File: src/rtl/uart_tx_pkg.sv
// Shared types and helpers for the parametrised UART transmit framer.
package uart_tx_pkg;

  typedef enum logic [2:0] {
    S_IDLE   = 3'd0,
    S_START  = 3'd1,
    S_DATA   = 3'd2,
    S_PARITY = 3'd3,
    S_STOP1  = 3'd4,
    S_STOP2  = 3'd5
  } tx_state_e;

  localparam logic PAR_EVEN = 1'b0;
  localparam logic PAR_ODD  = 1'b1;

  // Per-frame configuration latched alongside the data word.
  typedef struct packed {
    logic par_en;
    logic par_typ;
    logic stop2;
  } frame_cfg_t;

  function automatic int unsigned cnt_width(input int unsigned w);
    return (w < 32'd2) ? 32'd1 : 32'($clog2(w));
  endfunction

endpackage

File: src/rtl/uart_tx_parity.sv
// Combinational parity generator used when a word is loaded for transmission.
module uart_tx_parity
  import uart_tx_pkg::*;
#(
  parameter int unsigned DATA_WIDTH = 8
) (
  input  logic [DATA_WIDTH-1:0] data_i,
  input  logic                  par_typ_i,
  output logic                  par_bit_o
);

  always_comb begin
    par_bit_o = ^data_i;
    case (par_typ_i)
      PAR_EVEN: par_bit_o = ^data_i;
      PAR_ODD:  par_bit_o = ~(^data_i);
      default:  par_bit_o = ^data_i;
    endcase
  end

endmodule

File: src/rtl/uart_tx_frame.sv
// UART transmit framer: start, LSB-first data, optional parity, one or two stops,
// with a one-word holding buffer so frames can run back-to-back.
module uart_tx_frame
  import uart_tx_pkg::*;
#(
  parameter int unsigned DATA_WIDTH = 8
) (
  input  logic                  CLK,
  input  logic                  RST,
  input  logic [DATA_WIDTH-1:0] P_DATA,
  input  logic                  Data_Valid,
  input  logic                  PAR_EN,
  input  logic                  PAR_TYP,
  input  logic                  STOP2,
  output logic                  ready,
  output logic                  TX_OUT,
  output logic                  Busy
);

  localparam int unsigned   CNT_W    = cnt_width(DATA_WIDTH);
  localparam logic [CNT_W-1:0] CNT_LAST = CNT_W'(DATA_WIDTH - 1);

  tx_state_e             state_q, state_d;
  logic [CNT_W-1:0]      cnt_q, cnt_d;
  logic [DATA_WIDTH-1:0] shift_q, shift_d;
  logic                  par_en_q, par_en_d;
  logic                  stop2_q, stop2_d;
  logic                  par_bit_q, par_bit_d;
  logic [DATA_WIDTH-1:0] hold_data_q, hold_data_d;
  frame_cfg_t            hold_cfg_q, hold_cfg_d;
  logic                  hold_full_q, hold_full_d;
  logic                  tx_q, tx_d;
  logic                  busy_q, busy_d;

  logic                  accept;
  logic                  eof;
  logic                  load_frame;
  frame_cfg_t            in_cfg;
  frame_cfg_t            load_cfg;
  logic [DATA_WIDTH-1:0] load_data;
  logic                  load_par;

  assign accept    = Data_Valid & ~hold_full_q;
  assign eof       = ((state_q == S_STOP1) & ~stop2_q) | (state_q == S_STOP2);
  assign in_cfg    = '{par_en: PAR_EN, par_typ: PAR_TYP, stop2: STOP2};
  // A pending held word always takes priority over a fresh input word.
  assign load_data = hold_full_q ? hold_data_q : P_DATA;
  assign load_cfg  = hold_full_q ? hold_cfg_q  : in_cfg;

  uart_tx_parity #(
    .DATA_WIDTH(DATA_WIDTH)
  ) u_parity (
    .data_i   (load_data),
    .par_typ_i(load_cfg.par_typ),
    .par_bit_o(load_par)
  );

  always_comb begin
    state_d     = state_q;
    cnt_d       = cnt_q;
    shift_d     = shift_q;
    par_en_d    = par_en_q;
    stop2_d     = stop2_q;
    par_bit_d   = par_bit_q;
    hold_data_d = hold_data_q;
    hold_cfg_d  = hold_cfg_q;
    hold_full_d = hold_full_q;
    tx_d        = tx_q;
    load_frame  = 1'b0;

    case (state_q)
      S_IDLE: load_frame = accept;
      S_START: begin
        state_d = S_DATA;
        cnt_d   = '0;
        tx_d    = shift_q[0];
        shift_d = shift_q >> 1;
      end
      S_DATA: begin
        if (cnt_q == CNT_LAST) begin
          state_d = par_en_q ? S_PARITY : S_STOP1;
          tx_d    = par_en_q ? par_bit_q : 1'b1;
        end else begin
          cnt_d   = cnt_q + CNT_W'(1);
          tx_d    = shift_q[0];
          shift_d = shift_q >> 1;
        end
      end
      S_PARITY: begin
        state_d = S_STOP1;
        tx_d    = 1'b1;
      end
      S_STOP1: begin
        if (stop2_q) begin
          state_d = S_STOP2;
          tx_d    = 1'b1;
        end
      end
      S_STOP2: state_d = S_IDLE;
      default: begin
        state_d = S_IDLE;
        tx_d    = 1'b1;
      end
    endcase

    // End of frame chains straight into the next word when one is available.
    if (eof) begin
      if (hold_full_q || accept) begin
        load_frame = 1'b1;
      end else begin
        state_d = S_IDLE;
        tx_d    = 1'b1;
      end
    end

    if (accept && (state_q != S_IDLE) && !eof) begin
      hold_data_d = P_DATA;
      hold_cfg_d  = in_cfg;
      hold_full_d = 1'b1;
    end

    if (load_frame) begin
      state_d     = S_START;
      tx_d        = 1'b0;
      shift_d     = load_data;
      par_en_d    = load_cfg.par_en;
      stop2_d     = load_cfg.stop2;
      par_bit_d   = load_par;
      hold_full_d = 1'b0;
    end

    busy_d = (state_d != S_IDLE);
  end

  always_ff @(posedge CLK or posedge RST) begin
    if (RST) begin
      state_q     <= S_IDLE;
      cnt_q       <= '0;
      shift_q     <= '0;
      par_en_q    <= 1'b0;
      stop2_q     <= 1'b0;
      par_bit_q   <= 1'b0;
      hold_data_q <= '0;
      hold_cfg_q  <= '0;
      hold_full_q <= 1'b0;
      tx_q        <= 1'b1;
      busy_q      <= 1'b0;
    end else begin
      state_q     <= state_d;
      cnt_q       <= cnt_d;
      shift_q     <= shift_d;
      par_en_q    <= par_en_d;
      stop2_q     <= stop2_d;
      par_bit_q   <= par_bit_d;
      hold_data_q <= hold_data_d;
      hold_cfg_q  <= hold_cfg_d;
      hold_full_q <= hold_full_d;
      tx_q        <= tx_d;
      busy_q      <= busy_d;
    end
  end

  assign ready  = ~hold_full_q;
  assign TX_OUT = tx_q;
  assign Busy   = busy_q;

endmodule
File: config.mk
export PLATFORM = sky130hd
export DESIGN_NAME = uart_tx_frame
export DESIGN_NICKNAME = d
export VERILOG_FILES = /design/src/rtl/uart_tx_pkg.sv /design/src/rtl/uart_tx_parity.sv /design/src/rtl/uart_tx_frame.sv
export SDC_FILE = /design/constraint.sdc
export NUM_CORES = 1
export LEC_CHECK = 0
export ABC_AREA = 1
export BUFFER_PORTS_ARGS = -buffer_cell sky130_fd_sc_hd__clkbuf_2
export CAP_MARGIN = 20
export CELL_PAD_IN_SITES_DETAIL_PLACEMENT = 1
export CELL_PAD_IN_SITES_GLOBAL_PLACEMENT = 1
export CORE_MARGIN = 4
export CORE_UTILIZATION = 38
export CTS_CLUSTER_SIZE = 14
export DETAILED_ROUTE_END_ITERATION = 10
export GPL_TIMING_DRIVEN = 0
export PLACE_DENSITY_LB_ADDON = 0.2
export REMOVE_ABC_BUFFERS = 1
export SYNTH_ARGS = -nofsm -noshare
export SYNTH_HDL_FRONTEND = slang
export SYNTH_SLANG_ARGS = --single-unit
File: constraint.sdc
create_clock -name CLK -period 1.43 [get_ports CLK]
set_input_delay 0.429 -clock CLK [delete_from_list [all_inputs] [get_ports CLK]]
set_output_delay 0.429 -clock CLK [all_outputs]
set_load 0.02 [all_outputs]
==> results of run 1 <==
-- kinds of logic after synthesis --
group | after synthesis | share of synthesized area [%]
and+or+nand+nor | 111 | 25.9
AOI/OAI and AO/OA | 46 | 16.0
buffers and inverters | 46 | 10.7
DFF | 31 | 44.6
muxes | 2 | 1.29
adders and majority gates | 2 | 1.44
-- synthesized netlist by cell type, drive strengths merged, types with 2 or more instances --
| library cell | count |
|---|---|
| nor3 | 2 |
| o21ai | 21 |
| a22o | 2 |
| mux2 | 2 |
| a21oi | 3 |
| buf | 4 |
| or2 | 2 |
| nand2 | 91 |
| o21bai | 4 |
| nand3 | 7 |
| inv | 41 |
| o21a | 2 |
| o211ai | 5 |
| dfrtp | 30 |
| o22ai | 7 |
| ha | 2 |
| nor2 | 8 |
-- state kept, by name, summed over array words and instances (netlist names) --
| signal | flops |
|---|---|
| hold_data_q | 8 |
| shift_q | 8 |
| cnt_q | 3 |
| hold_cfg_q | 3 |
| state_q | 3 |
| Busy | 1 |
| TX_OUT | 1 |
| hold_full_q | 1 |
| par_bit_q | 1 |
| par_en_q | 1 |
| stop2_q | 1 |
-- stage by stage --
stage | TNS [ns] | worst slack (ns)
finish | -4.90 | -0.226
global route | -6.84 | -0.311
CTS | -0.843 | -0.131
detailed placement | -15.94 | -1.12
global placement | -19.92 | -1.09
floorplan | -3.64 | -0.466
-- placed cells by master, fill, tap and decap left out, types with 4 or more instances in the layout --
master | synthesis | layout
buf_4 | 1 | 22
buf_6 | 1 | 13
clkbuf_2 | 0 | 15
clkbuf_8 | 0 | 7
dfrtp_1 | 30 | 29
inv_1 | 38 | 30
inv_2 | 3 | 8
nand2_1 | 89 | 71
nand2_2 | 2 | 17
nand3_2 | 0 | 4
nor2_4 | 1 | 5
o211ai_1 | 5 | 5
o21ai_0 | 20 | 4
o21ai_1 | 1 | 8
o21ai_2 | 0 | 9
o21bai_1 | 4 | 4
o22ai_1 | 7 | 5
-- path summary, 6_finish.rpt --
path                           startpoint             end  slack [ns]  depth (start not counted)
max in group asynchronous             RST          TX_OUT        0.73                          3
max                            state_q[0]   hold_cfg_q[2]       -0.23                          4
min reg2reg                hold_data_q[1]  hold_data_q[1]        0.50                          2
min in group CLK                  PAR_TYP   hold_cfg_q[1]        0.40                          2
max reg2reg                    state_q[0]   hold_cfg_q[2]       -0.23                          4
min                                   RST  hold_data_q[2]        0.14                          2
-- power by group through the flow --
stage | Combinational (mW) | Clock, mW | Sequential (mW)
4_1_cts | 3.33 | 0.795 | 1.60
2_1_floorplan | 1.81 | 0 | 1.57
3_3_place_gp | 2.28 | 0 | 1.62
5_1_grt | 4.92 | 0.826 | 1.73
3_5_place_dp | 2.39 | 0 | 1.65
6_report | 4.54 | 0.793 | 1.68
-- timing repair --
action                                  in CTS  in global routing
endpoints found under the hold margin        0                  0
endpoints found under the setup margin      31                 30
resized for setup                           48                 62
gates cloned                                 1                  0
pin swaps                                    8                 14
setup buffers                               25                 12
-- cell type report --
cell class                 instances  area [um2]
multi-input combinational        162        1010
clock buffer                       8         100
fill                             522        1790
sequential                        31         781
timing repair buffer              54         469
inverter                          41         169
tap                               52        65.1
-- worst max-delay path, stage by stage, from the launching register on --
cell and delay, ns:
dfrtp_1 0.43, o211ai_1 0.40, nand4_1 0.21, buf_4 0.21, mux2_4 0.29
-- per-layer routing --
metal  wire length, um  up-vias  track usage (%)
met5                 0        -                0
met4               148        0             8.54
met3               240       11             3.03
met2              3350       33             38.7
met1              2590      905             24.9
li1                  -      874                -
==> run metrics, run 1 <==
status finished, violations left; failing checks setup timing; Initial Util about two fifths; synth unique cells 30; Least-Margin Pin Slew between 0.5 and 0.6 ns; Core Area 4380 um2; syn_area_per_cell around 7.3 um2; worst min path class in2async; vias in the first global route roughly 1900; Final Cycle Share 116%; final WL 6.33 mm; CP Max Fanout 4; die extent in x about 76 um; sequential area share after synthesis roughly 45%; All-Layer GR Usage 21.3%; share of cells above drive strength 1 between 40 and 50%; worst path required time 1.60 ns; Tot Pwr between 7 and 8 mW; worst hold margin around 0.14 ns; FFs w/ async S/R, synth 100%; #FFs+latches synth 31; combinational share of power between 60% and 70%; First-pass DRT Iterations 4; post-route cell area approximately 2600 um2; gr ovfl total 0; clock buffer depth 2; IO Count 17; Psw 3.24 mW; Main synth FF type dfrtp_1; CTS Hold Buffers Added 0; unrepaired setup endpoints after global routing yes; CTS Sinks 31; CTS tree built; YS warnings 0; CTS Root Cell clkbuf_8; Int Power ~3.8 mW; final slew viol count 0; f_max slightly above 600 MHz; static leakage 1.33 nW; Setup violations, final 31; first-pass GRT wire length 9.00 mm; Setup Skew 0.00853 ns; CP Launch Type flop; cell area after synthesis 1740 um2; Final ANT Viol Nets 0; antenna violations before repair 0; max_cap viols 0; Setup CP Type reg2reg; fin crit period between 1.5 and 2 ns; DRC violation count after routing 0; Rows 24; Worst setup EP type flop; area post-placement 1880 um2; clock-pin slew on the worst setup and hold paths ~0.07 ns; dpl cells a little over 300; largest net degree at the start of global routing 23; WL per Instance around 18 um; Synth top area share roughly 43%; initial drt markers 59; Critical Path AT 1.83 ns; PortBufs 16; Vias/cell ~5.2; Util after Layout between 50% and 60%; via count 1823; antenna cells 0; Die Height 75.7 um; Final nets approximately 310; dpl hpwl between 2 and 3 mm; H-tree depth 2; Die ar. between 5000 and 6000 um2; switch share between 40% and 50%; relative slew slack between 60% and 70%; GPL Wtd Cong between 0.7 and 0.8; dominant cell type by area after synthesis dfrtp_1; CTS Buf Count 5; Hold Fails Final Rpt 0; Cell Pwr Density 2710 nW/um2; worst IR drop on VDD ~1.0 mV; clock share of power 11.3%; Synth area leaders dfrtp_1, nand2_1, inv_1, o21ai_0, o22ai_1; sequential share of power between 20% and 30%; final setup margin -0.226 ns; Mapped Cells 238; worst skew pair latency slightly below 0.3 ns; Post-synth EDFFs 0; Layout Area Growth over Synthesis 48.9%; final non-filler cell total between 300 and 400
Note: power is estimated with default switching activity, not from simulation.
==> run 2: changes to the inputs <==
--- a/config.mk
+++ b/config.mk
@@ -16,6 +16,7 @@
 export DETAILED_ROUTE_END_ITERATION = 10
 export GPL_TIMING_DRIVEN = 0
 export PLACE_DENSITY_LB_ADDON = 0.2
+export RECOVER_POWER = 25
 export REMOVE_ABC_BUFFERS = 1
 export SYNTH_ARGS = -nofsm -noshare
 export SYNTH_HDL_FRONTEND = slang
==> constraint.sdc (replaced) <==
create_clock -name CLK -period 1.5 [get_ports CLK]
set_input_delay 0.45 -clock CLK [delete_from_list [all_inputs] [get_ports CLK]]
set_output_delay 0.45 -clock CLK [all_outputs]
set_load 0.02 [all_outputs]
==> run 2 against run 1 <==
  * The flow still finishes with violations (setup timing)
  * Count of clock-buffer cells in the layout unchanged
  * Total power down 21%
  * Final cell count shrank 5.7%
  * Wire length shrank 19%
  * Critical path type unchanged
  * Largest cell class unchanged
  * Largest power group unchanged
==> run metrics, run 2 (synthesized netlist as in run 1, its figures left out) <==
Die ar. 5730 um2 (unchanged); max_cap viols 0 (unchanged); CTS Root Cell clkbuf_8 (unchanged); Worst setup EP type flop (unchanged); RR Startpoint state_q[0] (unchanged); largest net degree at the start of global routing 23 (unchanged); worst skew pair latency 0.28 ns (was 0.29 ns); WL per Instance 15.7 um (was 18.2 um); CTS tree built (unchanged); first-pass GRT wire length 8.55 mm (was 9.00 mm); post-route setup TNS -0.972 ns (was -4.90 ns); vias in the first global route 1825 (was 1913); f_max 608 MHz (was 604 MHz); Bufs and invs on worst path 2 (was 1); Final nets 291 (was 311); Setup violations, final 15 (was 31); Hold Fails Final Rpt 0 (unchanged); clock-pin slew on the worst setup and hold paths 0.07 ns (about the same); die extent in x 75.7 um (unchanged); clock buffer depth 2 (unchanged); GPL Wtd Cong 0.760 (unchanged); unrepaired setup endpoints after global routing yes (unchanged); Final Cycle Share 110% (was 116%); most frequent cells in the layout nand2_1, inv_1, dfrtp_1 (unchanged); CTS Buf Count 5 (unchanged); final WL 5.14 mm (was 6.33 mm); relative slew slack 61.4% (was 66.0%); CP top delay family flip-flops (unchanged); CP Max Fanout 4 (unchanged); Critical Path AT 1.81 ns (was 1.83 ns); H-tree depth 2 (unchanged); most common cell after layout, fill and taps aside nand2_1 (unchanged); Initial Util 39.7% (unchanged); register-to-register path setup slack -0.14 ns (was -0.23 ns); Reg-to-Reg End hold_cfg_q[2] (unchanged); via count 1703 (was 1823); sequential share of power 27.4% (was 24.0%); switch share 45.8% (was 46.2%); failing checks setup timing (unchanged); static leakage 1.20 nW (was 1.33 nW); Final ANT Viol Nets 0 (unchanged); clock share of power 13.2% (was 11.3%); crit path from state_q[0] (unchanged); fin crit period 1.64 ns (was 1.66 ns); r2r worst-path depth 5 (was 4); antenna cells 0 (unchanged); combinational share of power 59.4% (was 64.7%); Setup CP Type reg2reg (unchanged); CTS Hold Buffers Added 0 (unchanged); antenna violations before repair 0 (unchanged); dpl hpwl 2.98 mm (unchanged); worst min path class in2async (unchanged); Tot Pwr 5.57 mW (was 7.02 mW); Critical-path top delay cell dfrtp_1 (unchanged); worst path required time 1.66 ns (was 1.60 ns); top flop regs hold_data_q: 8 flops, shift_q: 8 flops (unchanged); Cell Pwr Density 2430 nW/um2 (was 2710 nW/um2); worst hold margin 0.123 ns (was 0.140 ns); gr ovfl total 0 (unchanged); final non-filler cell total 328 (was 348); share of cells above drive strength 1 30.4% (was 42.2%); First-pass DRT Iterations 5 (was 4); CP dominant cell by count buf_4; Critical Path Stages 5 (was 4); Int Power 3.02 mW (was 3.78 mW); crit path capture hold_cfg_q[2] (unchanged); IO Count 17 (unchanged); initial drt markers 51 (was 59); CP peak stage delay 0.43 ns (about the same); worst IR drop on VDD 0.813 mV (was 1.01 mV); Least-Margin Pin Slew 0.579 ns (was 0.509 ns); All-Layer GR Usage 19.7% (was 21.3%); status finished, violations left (unchanged); Psw 2.55 mW (was 3.24 mW); Vias/cell 5.19 (was 5.24); PortBufs 16 (unchanged); Core Area 4380 um2 (unchanged); Die Height 75.7 um (unchanged); final slew viol count 0 (unchanged); CTS Sinks 31 (unchanged); Setup Skew 0.00526 ns (was 0.00853 ns); final setup margin -0.145 ns (was -0.226 ns); Cell Chain, Critical Path o211ai_1 > buf_4 > nand4_1 > buf_4 > mux2_4 (was o211ai_1 > nand4_1 > buf_4 > mux2_4); CP Launch Type flop (unchanged); dpl cells 302 (unchanged); Layout Area Growth over Synthesis 31.4% (was 48.9%); Rows 24 (unchanged); DRC violation count after routing 0 (unchanged)
run 2: area by class of cell:
class / count / area [um2]
flip-flops and latches: 31 / 781
repair buffers: 33 / 259
inverters: 41 / 169
clock buffers: 8 / 100
repair inverters: 1 / 6.26
well taps: 52 / 65.1
multi-input cells: 162 / 907
fillers: 550 / 2100
run 2: what timing repair did:
item / 4_1_cts / 5_1_grt
pin swaps: 13 / 4
setup endpoints to repair: 30 / 27
resized for setup: 40 / 35
cloned: 2 / 0
buffers inserted: 14 / 3
run 2: worst reg2reg max path, stage by stage (launching register included):
cell and delay (ns):
dfrtp_1 0.43, o211ai_1 0.31, buf_4 0.18, nand4_1 0.12
buf_4 0.19, mux2_4 0.29
run 2: worst min path at each step:
stage / endpoint / cells past startpoint
floorplan: cnt_q[0] / 1
detailed placement: hold_data_q[0] / 2
global placement: cnt_q[0] / 1
finish: hold_data_q[2] / 2
CTS: hold_data_q[2] / 2
global route: hold_data_q[2] / 2
run 2: per-stage QoR:
stage	cell area (um2)	util (%)	setup WS, ns
3_5_place_dp	1880	42.9	-1.05
4_1_cts	2210	50.5	-0.0951
2_1_floorplan	1710	-	-0.396
6_report	2290	52.2	-0.145
5_1_grt	2290	52.2	-0.232
3_3_place_gp	1850	42.3	-1.02
run 2: routing by layer:
metal  routed length, um  up-vias  track usage [%]
met5                   0        -                0
met4                  54        0             5.83
met3                 154        5             3.83
met2                2690       24             35.1
met1                2240      843             23.9
li1                    -      831                -
run 2: power groups by stage:
| stage | clock (mW) | combinational [mW] | sequential [mW] |
|---|---|---|---|
| floorplan | 0 | 1.73 | 1.50 |
| global placement | 0 | 2.18 | 1.55 |
| detailed placement | 0 | 2.28 | 1.57 |
| CTS | 0.757 | 3.02 | 1.50 |
| global route | 0.777 | 3.70 | 1.57 |
| finish | 0.736 | 3.31 | 1.53 |
